## src/rtl/mesh_term_arbiter_pkg.sv

```systemverilog
`default_nettype none
// ============================================================================
// mesh_arb_pkg : packet field layout, FSM states, terminal destination check
// Revision     : 1.0
// ============================================================================
package mesh_arb_pkg;

   // Field positions are offsets down from the packet MSB, so they hold for any pckg_sz
   localparam int NXTJP_MSB = 0;
   localparam int NXTJP_W   = 8;
   localparam int ROW_MSB   = 8;
   localparam int COL_MSB   = 12;
   localparam int MODE_BIT  = 16;
   localparam int COORD_W   = 4;

   typedef enum logic {IDLE, SEND} arb_state_t;

   function automatic logic dest_valid(
      input logic [3:0] row,
      input logic [3:0] colum,
      input int         rows,
      input int         colums,
      input logic [7:0] bdcst
   );
      logic w_row_in, w_col_in, w_row_edge, w_col_edge, w_bcast;
      w_row_in   = (int'(row) >= 1) && (int'(row) <= rows);
      w_col_in   = (int'(colum) >= 1) && (int'(colum) <= colums);
      w_row_edge = (row == 4'd0) || (int'(row) == rows + 1);
      w_col_edge = (colum == 4'd0) || (int'(colum) == colums + 1);
      w_bcast    = (row == bdcst[3:0]) && (colum == bdcst[7:4]);
      return (w_row_in && w_col_edge) || (w_col_in && w_row_edge) || w_bcast;
   endfunction

endpackage
`default_nettype wire

```

## src/rtl/mesh_term_arbiter_if.sv

```systemverilog
`default_nettype none
// ============================================================================
// mesh_term_arbiter_if : requester FIFOs and router terminal handshake bundle
// Revision             : 1.0
// ============================================================================
interface mesh_term_arbiter_if #(
   parameter int N_REQ   = 4,
   parameter int pckg_sz = 40
);
   localparam int ID_W = (N_REQ > 1) ? $clog2(N_REQ) : 1;

   logic [N_REQ-1:0]              req_push;
   logic [N_REQ-1:0][pckg_sz-1:0] req_data;
   logic [N_REQ-1:0]              req_full;
   logic                          pndng;
   logic [pckg_sz-1:0]            data_out;
   logic                          popin;
   logic [ID_W-1:0]               grant_id;
   logic [15:0]                   drop_cnt;

   modport master (
      output req_push, req_data, popin,
      input  req_full, pndng, data_out, grant_id, drop_cnt
   );

   modport slave (
      input  req_push, req_data, popin,
      output req_full, pndng, data_out, grant_id, drop_cnt
   );
endinterface
`default_nettype wire

```

## src/rtl/mesh_term_arbiter_port_fifo.sv

```systemverilog
`default_nettype none
// ============================================================================
// port_fifo : per-requester synchronous FIFO with registered full/empty flags
// Revision  : 1.0
// ============================================================================
module port_fifo #(
   parameter int pckg_sz    = 40,
   parameter int fifo_depth = 4
) (
   input  wire logic               clk,
   input  wire logic               reset,
   input  wire logic               i_push,
   input  wire logic               i_pop,
   input  wire logic [pckg_sz-1:0] i_din,
   output logic      [pckg_sz-1:0] o_dout,
   output logic                    o_empty,
   output logic                    o_full
);
   localparam int AW = $clog2(fifo_depth);
   localparam logic [AW:0] c_full_cnt = (AW+1)'(fifo_depth);

   logic [pckg_sz-1:0] r_mem [fifo_depth];
   logic [AW-1:0]      r_wr;
   logic [AW-1:0]      r_rd;
   logic [AW:0]        r_cnt;
   logic               r_full;
   logic               r_empty;
   logic               w_push;
   logic               w_pop;
   logic [AW:0]        w_cnt_nxt;

   // A full FIFO refuses a push even when it is popped in the same cycle
   assign w_push = i_push && !r_full;
   assign w_pop  = i_pop && !r_empty;

   always_comb begin
      w_cnt_nxt = r_cnt;
      if (w_push && !w_pop)
         w_cnt_nxt = r_cnt + 1'b1;
      else if (!w_push && w_pop)
         w_cnt_nxt = r_cnt - 1'b1;
   end

   always_ff @(posedge clk) begin
      if (w_push)
         r_mem[r_wr] <= i_din;
   end

   always_ff @(posedge clk) begin
      if (reset) begin
         r_wr    <= '0;
         r_rd    <= '0;
         r_cnt   <= '0;
         r_full  <= 1'b0;
         r_empty <= 1'b1;
      end else begin
         if (w_push)
            r_wr <= r_wr + 1'b1;
         if (w_pop)
            r_rd <= r_rd + 1'b1;
         r_cnt   <= w_cnt_nxt;
         r_full  <= (w_cnt_nxt == c_full_cnt);
         r_empty <= (w_cnt_nxt == '0);
      end
   end

   assign o_dout  = r_mem[r_rd];
   assign o_empty = r_empty;
   assign o_full  = r_full;

endmodule
`default_nettype wire

```

## src/rtl/mesh_term_arbiter.sv

```systemverilog
`default_nettype none
// ============================================================================
// mesh_term_arbiter : round-robin injection of N_REQ requester FIFOs into one
//                     mesh terminal port; non-terminal destinations are dropped
// Revision          : 1.0
// ============================================================================
module mesh_term_arbiter
   import mesh_arb_pkg::*;
#(
   parameter int         ROWS       = 4,
   parameter int         COLUMS     = 4,
   parameter int         pckg_sz    = 40,
   parameter int         fifo_depth = 4,
   parameter int         N_REQ      = 4,
   parameter logic [7:0] bdcst      = {8{1'b1}}
) (
   input wire logic           clk,
   input wire logic           reset,
   mesh_term_arbiter_if.slave bus
);
   localparam int ID_W = (N_REQ > 1) ? $clog2(N_REQ) : 1;

   logic [N_REQ-1:0]   w_empty;
   logic [N_REQ-1:0]   w_full;
   logic [N_REQ-1:0]   w_pop;
   logic [pckg_sz-1:0] w_dout [N_REQ];

   arb_state_t         r_state;
   logic               r_pndng;
   logic [pckg_sz-1:0] r_data;
   logic [ID_W-1:0]    r_grant;
   logic [ID_W-1:0]    r_last;
   logic [15:0]        r_drop;

   logic               w_found;
   logic [ID_W-1:0]    w_win;
   int                 w_idx;
   logic               w_sel;
   logic [pckg_sz-1:0] w_head;
   logic [pckg_sz-1:0] w_pkt;
   logic [3:0]         w_row;
   logic [3:0]         w_col;
   logic               w_valid;

   generate
      for (genvar gi = 0; gi < N_REQ; gi++) begin : g_fifo
         port_fifo #(
            .pckg_sz    (pckg_sz),
            .fifo_depth (fifo_depth)
         ) u_fifo (
            .clk     (clk),
            .reset   (reset),
            .i_push  (bus.req_push[gi]),
            .i_pop   (w_pop[gi]),
            .i_din   (bus.req_data[gi]),
            .o_dout  (w_dout[gi]),
            .o_empty (w_empty[gi]),
            .o_full  (w_full[gi])
         );
      end
   endgenerate

   // First non-empty FIFO scanning upward from the one after the last winner
   always_comb begin
      w_found = 1'b0;
      w_win   = '0;
      w_idx   = 0;
      for (int i = 0; i < N_REQ; i++) begin
         w_idx = int'(r_last) + 1 + i;
         if (w_idx >= N_REQ)
            w_idx = w_idx - N_REQ;
         if (!w_found && !w_empty[w_idx]) begin
            w_found = 1'b1;
            w_win   = ID_W'(w_idx);
         end
      end
   end

   assign w_sel = w_found && ((r_state == IDLE) || bus.popin);

   always_comb begin
      w_pop = '0;
      for (int i = 0; i < N_REQ; i++)
         w_pop[i] = w_sel && (w_win == ID_W'(i));
   end

   assign w_head  = w_dout[w_win];
   assign w_row   = w_head[pckg_sz-1-ROW_MSB -: COORD_W];
   assign w_col   = w_head[pckg_sz-1-COL_MSB -: COORD_W];
   assign w_valid = dest_valid(w_row, w_col, ROWS, COLUMS, bdcst);

   // The packet enters the mesh with its hop field cleared
   always_comb begin
      w_pkt = w_head;
      w_pkt[pckg_sz-1-NXTJP_MSB -: NXTJP_W] = '0;
   end

   always_ff @(posedge clk) begin
      if (reset) begin
         r_state <= IDLE;
         r_pndng <= 1'b0;
         r_data  <= '0;
         r_grant <= '0;
         r_last  <= ID_W'(N_REQ - 1);
         r_drop  <= '0;
      end else begin
         case (r_state)
            IDLE: begin
               if (w_sel) begin
                  r_last <= w_win;
                  if (w_valid) begin
                     r_data  <= w_pkt;
                     r_grant <= w_win;
                     r_pndng <= 1'b1;
                     r_state <= SEND;
                  end else if (r_drop != 16'hFFFF) begin
                     r_drop <= r_drop + 16'd1;
                  end
               end
            end
            SEND: begin
               if (bus.popin) begin
                  if (w_sel) begin
                     r_last <= w_win;
                     if (w_valid) begin
                        r_data  <= w_pkt;
                        r_grant <= w_win;
                     end else begin
                        r_pndng <= 1'b0;
                        r_state <= IDLE;
                        if (r_drop != 16'hFFFF)
                           r_drop <= r_drop + 16'd1;
                     end
                  end else begin
                     r_pndng <= 1'b0;
                     r_state <= IDLE;
                  end
               end
            end
            default: begin
               r_pndng <= 1'b0;
               r_state <= IDLE;
            end
         endcase
      end
   end

   assign bus.req_full = w_full;
   assign bus.pndng    = r_pndng;
   assign bus.data_out = r_data;
   assign bus.grant_id = r_grant;
   assign bus.drop_cnt = r_drop;

endmodule
`default_nettype wire

```

## src/flat_wrapper.sv

```systemverilog
// flat-port wrapper written by rule: the top's interface ports become plain ports
module mesh_term_arbiter_flat import mesh_arb_pkg::*;
#(
   parameter int         ROWS       = 4,
   parameter int         COLUMS     = 4,
   parameter int         pckg_sz    = 40,
   parameter int         fifo_depth = 4,
   parameter int         N_REQ      = 4,
   parameter logic [7:0] bdcst      = {8{1'b1}}
)
  (clk, reset, bus_req_push, bus_req_data, bus_popin, bus_req_full, bus_pndng, bus_data_out, bus_grant_id, bus_drop_cnt);
  mesh_term_arbiter_if #(.N_REQ(N_REQ), .pckg_sz(pckg_sz)) bus_i ();
  input wire logic clk;
  input wire logic reset;
  input wire logic [$bits(bus_i.req_push)-1:0] bus_req_push;
  input wire logic [$bits(bus_i.req_data)-1:0] bus_req_data;
  input wire logic [$bits(bus_i.popin)-1:0] bus_popin;
  output wire logic [$bits(bus_i.req_full)-1:0] bus_req_full;
  output wire logic [$bits(bus_i.pndng)-1:0] bus_pndng;
  output wire logic [$bits(bus_i.data_out)-1:0] bus_data_out;
  output wire logic [$bits(bus_i.grant_id)-1:0] bus_grant_id;
  output wire logic [$bits(bus_i.drop_cnt)-1:0] bus_drop_cnt;
  assign bus_i.req_push = bus_req_push;
  assign bus_i.req_data = bus_req_data;
  assign bus_i.popin = bus_popin;
  assign bus_req_full = bus_i.req_full;
  assign bus_pndng = bus_i.pndng;
  assign bus_data_out = bus_i.data_out;
  assign bus_grant_id = bus_i.grant_id;
  assign bus_drop_cnt = bus_i.drop_cnt;
  mesh_term_arbiter #(.ROWS(ROWS), .COLUMS(COLUMS), .pckg_sz(pckg_sz), .fifo_depth(fifo_depth), .N_REQ(N_REQ), .bdcst(bdcst)) u_core (.clk(clk), .reset(reset), .bus(bus_i));
endmodule
```

## config.mk

```make
export PLATFORM = sky130hd
export DESIGN_NAME = mesh_term_arbiter_flat
export DESIGN_NICKNAME = d
export VERILOG_FILES = /design/src/rtl/mesh_term_arbiter_pkg.sv /design/src/rtl/mesh_term_arbiter_if.sv /design/src/rtl/mesh_term_arbiter_port_fifo.sv /design/src/rtl/mesh_term_arbiter.sv /design/src/flat_wrapper.sv
export SDC_FILE = /design/constraint.sdc
export NUM_CORES = 1
export LEC_CHECK = 0
export CAP_MARGIN = 40
export CORE_ASPECT_RATIO = 2
export CORE_MARGIN = 3
export CORE_UTILIZATION = 57
export DETAILED_ROUTE_END_ITERATION = 12
export PLACE_DENSITY = 0.79
export RECOVER_POWER = 100
export SETUP_SLACK_MARGIN = 0.4
export SLEW_MARGIN = 5
export SYNTH_ARGS = -nofsm -noshare
export SYNTH_HDL_FRONTEND = slang
export SYNTH_SLANG_ARGS = --single-unit
```

## constraint.sdc

```tcl
create_clock -name clk -period 3.8 [get_ports clk]
set_input_delay 0.57 -clock clk [delete_from_list [all_inputs] [get_ports clk]]
set_output_delay 0.57 -clock clk [all_outputs]
set_load 0.05 [all_outputs]
```

==> impl_metrics.json <==
{
  "synth_seq_area_share_pct": 71.5,
  "grt_pass1_vias": 14100,
  "vias": 13700,
  "finalHoldViolCount": 0,
  "synthArstFlopShare_pct": 0,
  "numCtsBuffers": 50,
  "crit_fanout": 7,
  "yosysUniqueCellTypes": 54,
  "row_count": 106,
  "synth_edf_count": 512,
  "ir_drop_v": 0.000536,
  "worstPathRequired_ns": 4.25,
  "core_area_um2": 41900,
  "globalRouteMet1Util_pct": 29.5,
  "slew_headroom_pct": -46.9,
  "drt.antenna.violating_nets": 0,
  "drt_first_pass_iters": 5,
  "cp_cell_sequence": "or3_4 -> o211ai_4 -> buf_12 -> clkbuf_1 -> mux2i_1 -> mux2i_2 -> nor3_1 -> nand4b_1 -> o211ai_4 -> buf_4 -> nor4_1 -> mux2_2",
  "outcome": "finished with violations",
  "synthToLayoutAreaGrowth_pct": 17.4,
  "fmax_mhz": 288,
  "violations": "max-capacitance violations, max-slew violations",
  "worstPathArrival_ns": 3.93,
  "min_period_over_period_pct": 91.5,
  "leakage_uw": 0.00953,
  "dpl.hpwl_um": 37000,
  "grt_usage_pct": 24.8,
  "syn_area_um2": 24300,
  "gr-total-overflow": 0,
  "synthCells": 1420,
  "synthTopCellsByCount": "edfxtp_1 (512), mux4_2 (128), nor2_1 (117), dfxtp_1 (98), nand2_1 (87)",
  "synth_top_area_cell": "edfxtp_1",
  "setup_viol": 0,
  "cp_common_cell": "o211ai_4",
  "cts_buffer_depth": 3,
  "die_h_um": 298,
  "gp_congestion": 0.830,
  "port_buffers": 189,
  "drv_cap": 4,
  "nets": 1819,
  "clockRootBuffer": "clkbuf_16",
  "crit_path_end_kind": "flip-flop",
  "hold_ws_ns": 0.461,
  "max_stage_delay_ns": 0.41,
  "rsz0062_at_grt": "false",
  "use_met2_pct": 44.2,
  "fin_skew_ns": 0.0215,
  "min_path_type": "flip-flop to flip-flop",
  "crit_family": "multiplexers",
  "drt-initial-drc-count": 1363,
  "crit_buf_inv": 3,
  "htreeDepth": 2,
  "start_util_pct": 57.9,
  "grt_busiest_layer": "met2",
  "cts_tree": "done",
  "wl_per_cell_um": 25.5,
  "cts.reportedPaths.clkPinSlew_ns": 0.07,
  "vias_per_cell": 6.18,
  "finalCoreUtilization_pct": 67.9,
  "slowest_stage": "or3_4",
  "ios": 230,
  "grt_max_degree": 86,
  "cp-start-kind": "flip-flop",
  "crit_type": "flip-flop to flip-flop",
  "use_met3_pct": 3.07,
  "cellPowerDensity_nw_per_um2": 740,
  "clock_latency_ns": 0.57,
  "antenna_found_initial": 14,
  "routed_wl_um": 56500,
  "cts.sinks": 610,
  "synth.area.top_cells": "edfxtp_1 (63%), mux4_2 (12%), dfxtp_1 (8.1%)",
  "grt_pass1_wl_um": 85300,
  "avgSynthCellArea_um2": 17.1,
  "die_area_um2": 45200,
  "die_x_um": 152,
  "timing_max_transition_violations_final": 132,
  "synth.most_common_cell": "edfxtp_1",
  "ys_ff_latch": 610,
  "yosysTopAreaCellShare_pct": 63.4,
  "drc": 0,
  "final_layout_size_suffix_gt1_share_pct": 16.6,
  "final.setup.tns_ns": 0,
  "period_needed_ns": 3.48,
  "ys.flop_type": "edfxtp_1",
  "tightest_slew_ns": 2.20,
  "yosys_warnings": 0
}
layer usage:
layer / wire length, um / share of wire, %
met5: 15 / 0.027
met4: 3330 / 5.9
met1: 19600 / 35
met3: 3310 / 5.8
met2: 30300 / 54
worst reg2reg max path: stages (launching register included):
cell,delay (ns)
dfxtp_1,0.36
or3_4,0.42
o211ai_4,0.10
buf_12,0.16
clkbuf_1,0.41
mux2i_1,0.26
mux2i_2,0.39
nor3_1,0.08
nand4b_1,0.18
o211ai_4,0.13
buf_4,0.18
nor4_1,0.32
mux2_2,0.37
metrics by stage:
step	cell area, um^2	worst slack (ns)	cells	power [uW]
2_1_floorplan	24300	0.903	1427	13500
3_3_place_gp	26800	0.321	2107	15700
3_5_place_dp	26800	0.196	2108	15900
4_1_cts	28500	0.403	2202	21100
5_1_grt	28500	0.211	2210	21900
6_report	28500	0.323	2213	21100
placed cells by master, fill, tap and decap left out, drive strengths merged, types with 37 or more instances in the layout:
master | synthesis | layout
dfxtp | 98 | 98
o21ai | 46 | 46
dlygate4sd3 | 0 | 187
edfxtp | 512 | 512
nand2 | 87 | 87
mux4 | 128 | 128
o31ai | 42 | 42
buf | 48 | 37
nor2 | 117 | 117
clkbuf | 48 | 80
sequential cells by signal (all words and copies together) (netlist names), named ones only:
register and count:
u_core.bus.data_out 32, u_core.bus.drop_cnt 16, u_core.bus.grant_id 2, u_core.bus.pndng 1
u_core.g_fifo.u_fifo.o_empty 4, u_core.g_fifo.u_fifo.o_full 4, u_core.g_fifo.u_fifo.r_cnt 12, u_core.g_fifo.u_fifo.r_mem 512
u_core.g_fifo.u_fifo.r_rd 8, u_core.g_fifo.u_fifo.r_wr 8, u_core.r_last 2, u_core.r_state 1
where the power goes:
part	internal (uW)	total, uW	switching, uW
Sequential	8140	8620	483
Clock	2870	5100	2240
Combinational	2690	7330	4640
path summary, 6_finish.rpt:
| kind | startpoint | end | slack (ns) | cells after the start |
|---|---|---|---|---|
| hold reg to reg | u_core.bus.data_out[31] | u_core.bus.data_out[31] | 0.46 | 2 |
| setup / recovery | u_core.r_last[0] | u_core.bus.drop_cnt[3] | 0.32 | 12 |
| hold / removal | u_core.bus.data_out[31] | u_core.bus.data_out[31] | 0.46 | 2 |
| setup reg to reg | u_core.r_last[0] | u_core.bus.drop_cnt[3] | 0.32 | 12 |
layout make-up:
class | count | area, um^2
Sequential cell | 610 | 17400
Fill cell | 2791 | 13400
Multi-Input combinational cell | 701 | 6440
Timing Repair Buffer | 244 | 2300
Clock buffer | 61 | 1310
Tap cell | 540 | 676
Clock inverter | 30 | 294
Inverter | 20 | 75.1
Antenna cell | 7 | 17.5
cell families (layout without fill, tap and decap cells):
| group | after synthesis | count (layout) | synth area share (%) |
|---|---|---|---|
| adder cells (fa/ha/maj) | 25 | 25 | 1.29 |
| flip-flops | 610 | 610 | 71.5 |
| AO/OA/AOI/OAI | 165 | 165 | 4.78 |
| other | 1 | 15 | 0.0155 |
| buffers and inverters | 116 | 355 | 2.26 |
| XOR/XNOR | 23 | 23 | 0.830 |
| AND/OR/NAND/NOR | 321 | 321 | 6.13 |
| multiplexers | 159 | 159 | 13.2 |
what timing repair did:
item                       4_1_cts  5_1_grt
buffers inserted                 3        4
pin swaps                        1        2
setup endpoints to repair       48       47
gates resized for setup          7       11
hold buffers                     0        0
Power figures use the tool's default switching activity.
